## config.mk

```make
export PLATFORM = sky130hd
export DESIGN_NAME = mem_stage
export DESIGN_NICKNAME = d
export VERILOG_FILES = /design/src/rtl/mem_stage_pkg.sv /design/src/rtl/mem_stage_data_mem.sv /design/src/rtl/mem_stage.sv
export SDC_FILE = /design/constraint.sdc
export NUM_CORES = 2
export LEC_CHECK = 0
export ABC_AREA = 0
export BUFFER_PORTS_ARGS = -buffer_cell sky130_fd_sc_hd__buf_2
export CORE_UTILIZATION = 25
export CTS_CLUSTER_SIZE = 20
export DETAILED_ROUTE_END_ITERATION = 10
export PLACE_DENSITY_LB_ADDON = 0.2
export SLEW_MARGIN = 25
export SYNTH_ARGS = -nofsm -noshare
export SYNTH_HDL_FRONTEND = slang
export SYNTH_HIERARCHICAL = 1
export SYNTH_SLANG_ARGS = --single-unit
```

## constraint.sdc

```tcl
create_clock -name clk -period 7.1 [get_ports clk]
set_input_delay 0.355 -clock clk [delete_from_list [all_inputs] [get_ports clk]]
set_output_delay 0.355 -clock clk [all_outputs]
set_load 0.005 [all_outputs]
```

## src/rtl/mem_stage_pkg.sv

```systemverilog
`default_nettype none
// ============================================================================
// Module   : mem_stage_pkg
// Purpose  : Shared widths, control-bundle type and helpers for the MEM stage
//            and its data memory.
// Revision : 1.0 - initial release
// ============================================================================
package mem_stage_pkg;

  localparam int C_DMEM_ADDR_W = 8;   // byte address taken from ALU_result
  localparam int C_REG_IDX_W   = 5;   // register file index width
  localparam int C_CNT_W       = 16;  // access counter width

  // Control flags travelling with an instruction through EX/MEM.
  typedef struct packed {
    logic reg_write;
    logic branch;
    logic mem_read;
    logic mem_to_reg;
    logic mem_write;
  } mem_ctl_t;

  // Increment that sticks at all-ones instead of wrapping.
  function automatic logic [C_CNT_W-1:0] sat_inc(input logic [C_CNT_W-1:0] v);
    return (&v) ? v : v + C_CNT_W'(1);
  endfunction

endpackage
`default_nettype wire

```

## src/rtl/mem_stage_data_mem.sv

```systemverilog
`default_nettype none
// ============================================================================
// Module   : data_mem
// Purpose  : DMEM_DEPTH x 8 data memory, synchronous write, asynchronous read.
//            The byte address wraps modulo DMEM_DEPTH. Contents have no reset.
// Revision : 1.0 - initial release
// ============================================================================
module data_mem
  import mem_stage_pkg::*;
#(
  parameter int DMEM_DEPTH = 256
) (
  input  logic                     clk,
  input  logic                     we,
  input  logic [C_DMEM_ADDR_W-1:0] addr,
  input  logic [7:0]               wdata,
  output logic [7:0]               rdata
);

  localparam int IDX_W = (DMEM_DEPTH > 1) ? $clog2(DMEM_DEPTH) : 1;

  logic [7:0]       mem_q [DMEM_DEPTH];
  logic [IDX_W-1:0] idx;

  // Fold the 8-bit byte address onto the physical depth.
  assign idx = IDX_W'(32'(addr) % DMEM_DEPTH);

  // Byte write on the rising edge when enabled.
  always_ff @(posedge clk) begin
    if (we) begin
      mem_q[idx] <= wdata;
    end
  end

  assign rdata = mem_q[idx];

endmodule
`default_nettype wire

```

## src/rtl/mem_stage.sv

```systemverilog
`default_nettype none
// ============================================================================
// Module   : mem_stage
// Purpose  : EX/MEM pipeline register, branch resolution, data memory access
//            and MEM/WB pipeline register. Stall holds EX/MEM and bubbles
//            MEM/WB; flush kills the instruction entering EX/MEM.
// Options  : MEM_ACCESS_CNT_EN - adds saturating load_count / store_count.
// Revision : 1.0 - initial release
// ============================================================================
module mem_stage
  import mem_stage_pkg::*;
#(
  parameter int PC_SIZE    = 10,
  parameter int DMEM_DEPTH = 256
) (
  input  logic                     clk,
  input  logic                     rst,
  input  logic                     stall,
  input  logic                     flush,
  input  logic                     valid_in,
  input  logic [PC_SIZE-1:0]       PC_jump,
  input  logic                     zero,
  input  logic [7:0]               ALU_result,
  input  logic [7:0]               store_data,
  input  logic [C_REG_IDX_W-1:0]   rd_in,
  input  logic                     reg_write_in,
  input  logic                     branch_in,
  input  logic                     mem_read_in,
  input  logic                     mem_to_reg_in,
  input  logic                     mem_write_in,
  output logic                     pc_src,
  output logic [PC_SIZE-1:0]       PC_target,
  output logic [7:0]               read_data_out,
  output logic [7:0]               ALU_result_out,
  output logic [C_REG_IDX_W-1:0]   rd_out,
  output logic                     reg_write_out,
  output logic                     mem_to_reg_out,
  output logic                     valid_out
`ifdef MEM_ACCESS_CNT_EN
  ,
  output logic [C_CNT_W-1:0]       load_count,
  output logic [C_CNT_W-1:0]       store_count
`endif
);

  // EX/MEM register
  logic                   valid_m_q, valid_m_d;
  logic [PC_SIZE-1:0]     pc_jump_m_q, pc_jump_m_d;
  logic                   zero_m_q, zero_m_d;
  logic [7:0]             alu_m_q, alu_m_d;
  logic [7:0]             store_m_q, store_m_d;
  logic [C_REG_IDX_W-1:0] rd_m_q, rd_m_d;
  mem_ctl_t               ctl_m_q, ctl_m_d;

  // MEM/WB register
  logic                   valid_w_q, valid_w_d;
  logic                   reg_write_w_q, reg_write_w_d;
  logic                   mem_to_reg_w_q, mem_to_reg_w_d;
  logic [C_REG_IDX_W-1:0] rd_w_q, rd_w_d;
  logic [7:0]             alu_w_q, alu_w_d;
  logic [7:0]             rdata_w_q, rdata_w_d;

  logic       w_commit;
  logic       w_dmem_we;
  logic [7:0] w_dmem_rdata;

  // An instruction in EX/MEM takes effect only on a non-stalled edge, so a
  // held store writes once, on the edge that releases it.
  assign w_commit  = valid_m_q & ~stall;
  assign w_dmem_we = w_commit & ctl_m_q.mem_write & ~rst;

  // EX/MEM next state: capture unless stalled; flush always clears valid.
  always_comb begin
    valid_m_d   = valid_m_q;
    pc_jump_m_d = pc_jump_m_q;
    zero_m_d    = zero_m_q;
    alu_m_d     = alu_m_q;
    store_m_d   = store_m_q;
    rd_m_d      = rd_m_q;
    ctl_m_d     = ctl_m_q;
    if (!stall) begin
      valid_m_d   = valid_in;
      pc_jump_m_d = PC_jump;
      zero_m_d    = zero;
      alu_m_d     = ALU_result;
      store_m_d   = store_data;
      rd_m_d      = rd_in;
      ctl_m_d     = '{reg_write:  reg_write_in,
                      branch:     branch_in,
                      mem_read:   mem_read_in,
                      mem_to_reg: mem_to_reg_in,
                      mem_write:  mem_write_in};
    end
    if (flush) begin
      valid_m_d = 1'b0;
    end
  end

  // EX/MEM state register.
  always_ff @(posedge clk or posedge rst) begin
    if (rst) begin
      valid_m_q   <= 1'b0;
      pc_jump_m_q <= '0;
      zero_m_q    <= 1'b0;
      alu_m_q     <= '0;
      store_m_q   <= '0;
      rd_m_q      <= '0;
      ctl_m_q     <= '0;
    end else begin
      valid_m_q   <= valid_m_d;
      pc_jump_m_q <= pc_jump_m_d;
      zero_m_q    <= zero_m_d;
      alu_m_q     <= alu_m_d;
      store_m_q   <= store_m_d;
      rd_m_q      <= rd_m_d;
      ctl_m_q     <= ctl_m_d;
    end
  end

  data_mem #(
    .DMEM_DEPTH (DMEM_DEPTH)
  ) u_data_mem (
    .clk   (clk),
    .we    (w_dmem_we),
    .addr  (alu_m_q),
    .wdata (store_m_q),
    .rdata (w_dmem_rdata)
  );

  // MEM/WB next state: bubble on stall; reg_write never survives without
  // valid. Non-loads latch zero read data so no stale memory byte reaches WB.
  always_comb begin
    valid_w_d      = 1'b0;
    reg_write_w_d  = 1'b0;
    mem_to_reg_w_d = mem_to_reg_w_q;
    rd_w_d         = rd_w_q;
    alu_w_d        = alu_w_q;
    rdata_w_d      = rdata_w_q;
    if (!stall) begin
      valid_w_d      = valid_m_q;
      reg_write_w_d  = valid_m_q & ctl_m_q.reg_write;
      mem_to_reg_w_d = ctl_m_q.mem_to_reg;
      rd_w_d         = rd_m_q;
      alu_w_d        = alu_m_q;
      rdata_w_d      = ctl_m_q.mem_read ? w_dmem_rdata : 8'h00;
    end
  end

  // MEM/WB state register.
  always_ff @(posedge clk or posedge rst) begin
    if (rst) begin
      valid_w_q      <= 1'b0;
      reg_write_w_q  <= 1'b0;
      mem_to_reg_w_q <= 1'b0;
      rd_w_q         <= '0;
      alu_w_q        <= '0;
      rdata_w_q      <= '0;
    end else begin
      valid_w_q      <= valid_w_d;
      reg_write_w_q  <= reg_write_w_d;
      mem_to_reg_w_q <= mem_to_reg_w_d;
      rd_w_q         <= rd_w_d;
      alu_w_q        <= alu_w_d;
      rdata_w_q      <= rdata_w_d;
    end
  end

  assign pc_src         = valid_m_q & ctl_m_q.branch & zero_m_q & ~stall;
  assign PC_target      = pc_jump_m_q;
  assign read_data_out  = rdata_w_q;
  assign ALU_result_out = alu_w_q;
  assign rd_out         = rd_w_q;
  assign reg_write_out  = reg_write_w_q;
  assign mem_to_reg_out = mem_to_reg_w_q;
  assign valid_out      = valid_w_q;

`ifdef MEM_ACCESS_CNT_EN
  logic [C_CNT_W-1:0] load_cnt_q, load_cnt_d;
  logic [C_CNT_W-1:0] store_cnt_q, store_cnt_d;

  // Count committed loads and stores, saturating at all-ones.
  always_comb begin
    load_cnt_d  = load_cnt_q;
    store_cnt_d = store_cnt_q;
    if (w_commit & ctl_m_q.mem_read) begin
      load_cnt_d = sat_inc(load_cnt_q);
    end
    if (w_commit & ctl_m_q.mem_write) begin
      store_cnt_d = sat_inc(store_cnt_q);
    end
  end

  // Access counter registers.
  always_ff @(posedge clk or posedge rst) begin
    if (rst) begin
      load_cnt_q  <= '0;
      store_cnt_q <= '0;
    end else begin
      load_cnt_q  <= load_cnt_d;
      store_cnt_q <= store_cnt_d;
    end
  end

  assign load_count  = load_cnt_q;
  assign store_count = store_cnt_q;
`endif

endmodule
`default_nettype wire

```

==> flow_summary.yaml <==
outcome:
  status: "completed"
detailed_routing:
  wl_per_cell_um: 27.0
  vias_per_cell: 4.58
  antenna_left: 0
  vias: 38500
  drc_errors: 0
  drtIter0Drc: 3440
  wl_mm: 226
  firstDrtPassIters: 5
logic_synthesis:
  async_reset_ff_frac: 0.0294
  yosysTopAreaCell: "edfxtp_1"
  netlist.area_leader.share: 0.761
  ys_types: 26
  syn-num-nets: 3718
  synth_edf_count: 2048
  seq_area_frac_synth: 0.780
  ys_top_cells_by_area: "edfxtp_1 76%, mux4_2 14%, a22oi_1 2.4%, dfrtp_1 1.9%, nor2_1 1.1%"
  ys_seq_elements: 2110
  yosysMostFrequentCell: "edfxtp_1"
  synth_warnings: 6
  syn_avg_cell_area_um2: 22.0
  synthCells: 3676
  netlist_area_mm2: 0.0809
  synthFlopType: "edfxtp_1"
  synth_commonest_cells: "2048 x edfxtp_1, 512 x mux4_2, 256 x a22oi_1, 233 x nor2_1, 145 x clkbuf_1"
placed_design:
  io_buffer_count: 76
  gp_congestion: 0.759
  dpl.cell_count: 7944
  dp_hpwl_mm: 136
sta:
  slew_viol_final: 0
  max_freq_mhz: 236
  period_share: 0.596
  rsz0062_at_grt: "no"
  finalHoldViolCount: 0
  skew_ns: 0.0594
  worst_pin_slew_ns: 1.06
  post-route-min-period_ns: 4.23
  slew_headroom: 0.291
  setup_viol: 0
  setup_tns_ns: 0
finish:
  final_util: 0.294
  drive_above_1_share: 0.277
  fin_nets: 3949
  area_growth_pct: 16.9
  final_cells: 8396
clocking:
  clock_latency_ns: 0.88
  cts_root_buf: "clkbuf_16"
  cts_buffers: 225
  clock_path_buffers: 3
  cts_resized: 0
  cts.clk_slew.worst_paths_ns: 0.06
  cts_tree: "built"
  htree_levels: 4
  clkSinkCount: 2110
power:
  ir_worst_vdd_mv: 0.236
  total_power_mw: 27.8
  p_leak_nw: 28.5
  p_per_area_mw_per_mm2: 294
run:
  maxCapViolations: 0
global_routing:
  grt_first_pass_wirelength_mm: 319
  gr-usage-met2: 0.228
  grt_pass1_vias: 40100
  grt_max_degree: 146
  use_met3: 0.0199
  use_met1: 0.190
  grt-ovfl-total: 0
  top_usage_layer: "met2"
  track_usage: 0.138
  grt_antenna_before_repair: 6
worst_setup_path:
  start_kind: "flip-flop"
  r2r_slack_ns: 2.87
  r2r_cells: 9
  cp.required_ns: 7.84
  crit_fanout: 45
  crit_type: "reg -> reg"
  worstPathArrival_ns: 4.97
  endpoint_kind: "flip-flop"
die:
  die_y_um: 571
  initial_core_util: 0.252
  ioPinCount: 77
  core-area_mm2: 0.321
  core.rowCount: 208
  die-area_mm2: 0.326
  die_w_um: 571
min_path:
  hold_path_class: "in -> async"
## cells by family (layout without fill, tap and decap cells)
family / after synthesis / after routing / synth area share
DFF: 2110 / 2110 / 0.780
muxes: 564 / 564 / 0.152
AOI/OAI and AO/OA: 424 / 424 / 0.0360
and+or+nand+nor: 336 / 336 / 0.0173
buffers and inverters: 242 / 656 / 0.0147
other: 0 / 1 / 0
## registers in the layout, summed over array words and instances, names as in the netlist
signal	count
rd_out	5
rd_m_q	5
alu_m_q	8
mem_to_reg_out	1
store_m_q	8
read_data_out	8
reg_write_out	1
valid_out	1
ALU_result_out	8
PC_target	10
ctl_m_q	5
valid_m_q	1
zero_m_q	1
u_data_mem/mem_q	2048
## power by group
| group | switching (mW) | internal [mW] |
|---|---|---|
| clock network | 4.88 | 6.61 |
| registers | 0.141 | 13.9 |
| logic | 1.45 | 0.804 |
## per-layer routing
metal  wire (µm)  share of wire
met2      111000           0.49
met4        4240          0.019
met5           0              0
met3       10600          0.047
met1      101000           0.44
## area by class of cell
cell class / count / area (µm²)
multi-input cells: 1324 / 16900
fillers: 31400 / 227000
flip-flops and latches: 2110 / 63100
well taps: 4305 / 5390
inverters: 2 / 8.76
clock inverters: 109 / 1130
repair buffers: 244 / 2010
clock buffers: 301 / 6050
diodes: 1 / 2.50
## worst paths after layout
| path | start | to |
|---|---|---|
| min in group clk | stall | rd_out[1]$_DFFE_PP0N_ |
| hold / removal | rst | rd_out[1]$_DFFE_PP0N_ |
| max in group asynchronous | rst | alu_m_q[0]$_DFFE_PP0N_ |
| setup / recovery | alu_m_q[1]$_DFFE_PP0N_ | read_data_out[6]$_DFFE_PP0N_ |
| setup reg to reg | alu_m_q[1]$_DFFE_PP0N_ | read_data_out[6]$_DFFE_PP0N_ |
| hold reg to reg | ctl_m_q[4]$_DFFE_PP0N_ | reg_write_out$_DFF_PP0_ |
## stage by stage
| stage | hold slack [ns] | worst slack, ns | area, µm² |
|---|---|---|---|
| after detailed placement | 0.468 | 2.73 | 86900 |
| final | 0.110 | 2.87 | 94500 |
| after CTS | 0.0599 | 2.71 | 94500 |
| after global routing | 0.114 | 2.69 | 94500 |
| after global placement | 0.468 | 2.34 | 86800 |
| after floorplan | 0.421 | 3.11 | 80900 |
## layout by cell type (no fill, tap or decap), drive strengths merged
cell type	count
and2	4
clkbuf	301
clkinvlp	5
nor2	233
o41ai	32
nand3	13
nor2b	9
a22oi	256
dlygate4sd3	40
nand2b	6
inv	5
clkinv	83
mux2i	1
a22o	8
nand2	28
or3	1
diode	1
buf	204
edfxtp	2048
dfrtp	62
mux2	51
nor3	30
bufinv	18
or2	2
and3	2
mux4	512
nand4	8
a21oi	128
## worst max-delay path: stages, from the launching register on
cell	delay (ns)
dfrtp_4	0.77
buf_12	0.33
buf_4	0.64
mux4_2	0.40
a22oi_1	0.41
a21oi_1	0.20
o41ai_1	0.67
buf_4	0.27
nand4_1	0.09
a22o_1	0.21
## timing repair
action | CTS | global route
hold buffers | 40 | 0
endpoints found under the hold margin | 72 | 0
setup buffers | 0 | 0
endpoints found under the setup margin | 0 | 0
No activity file was read; power rests on OpenSTA's default activity.
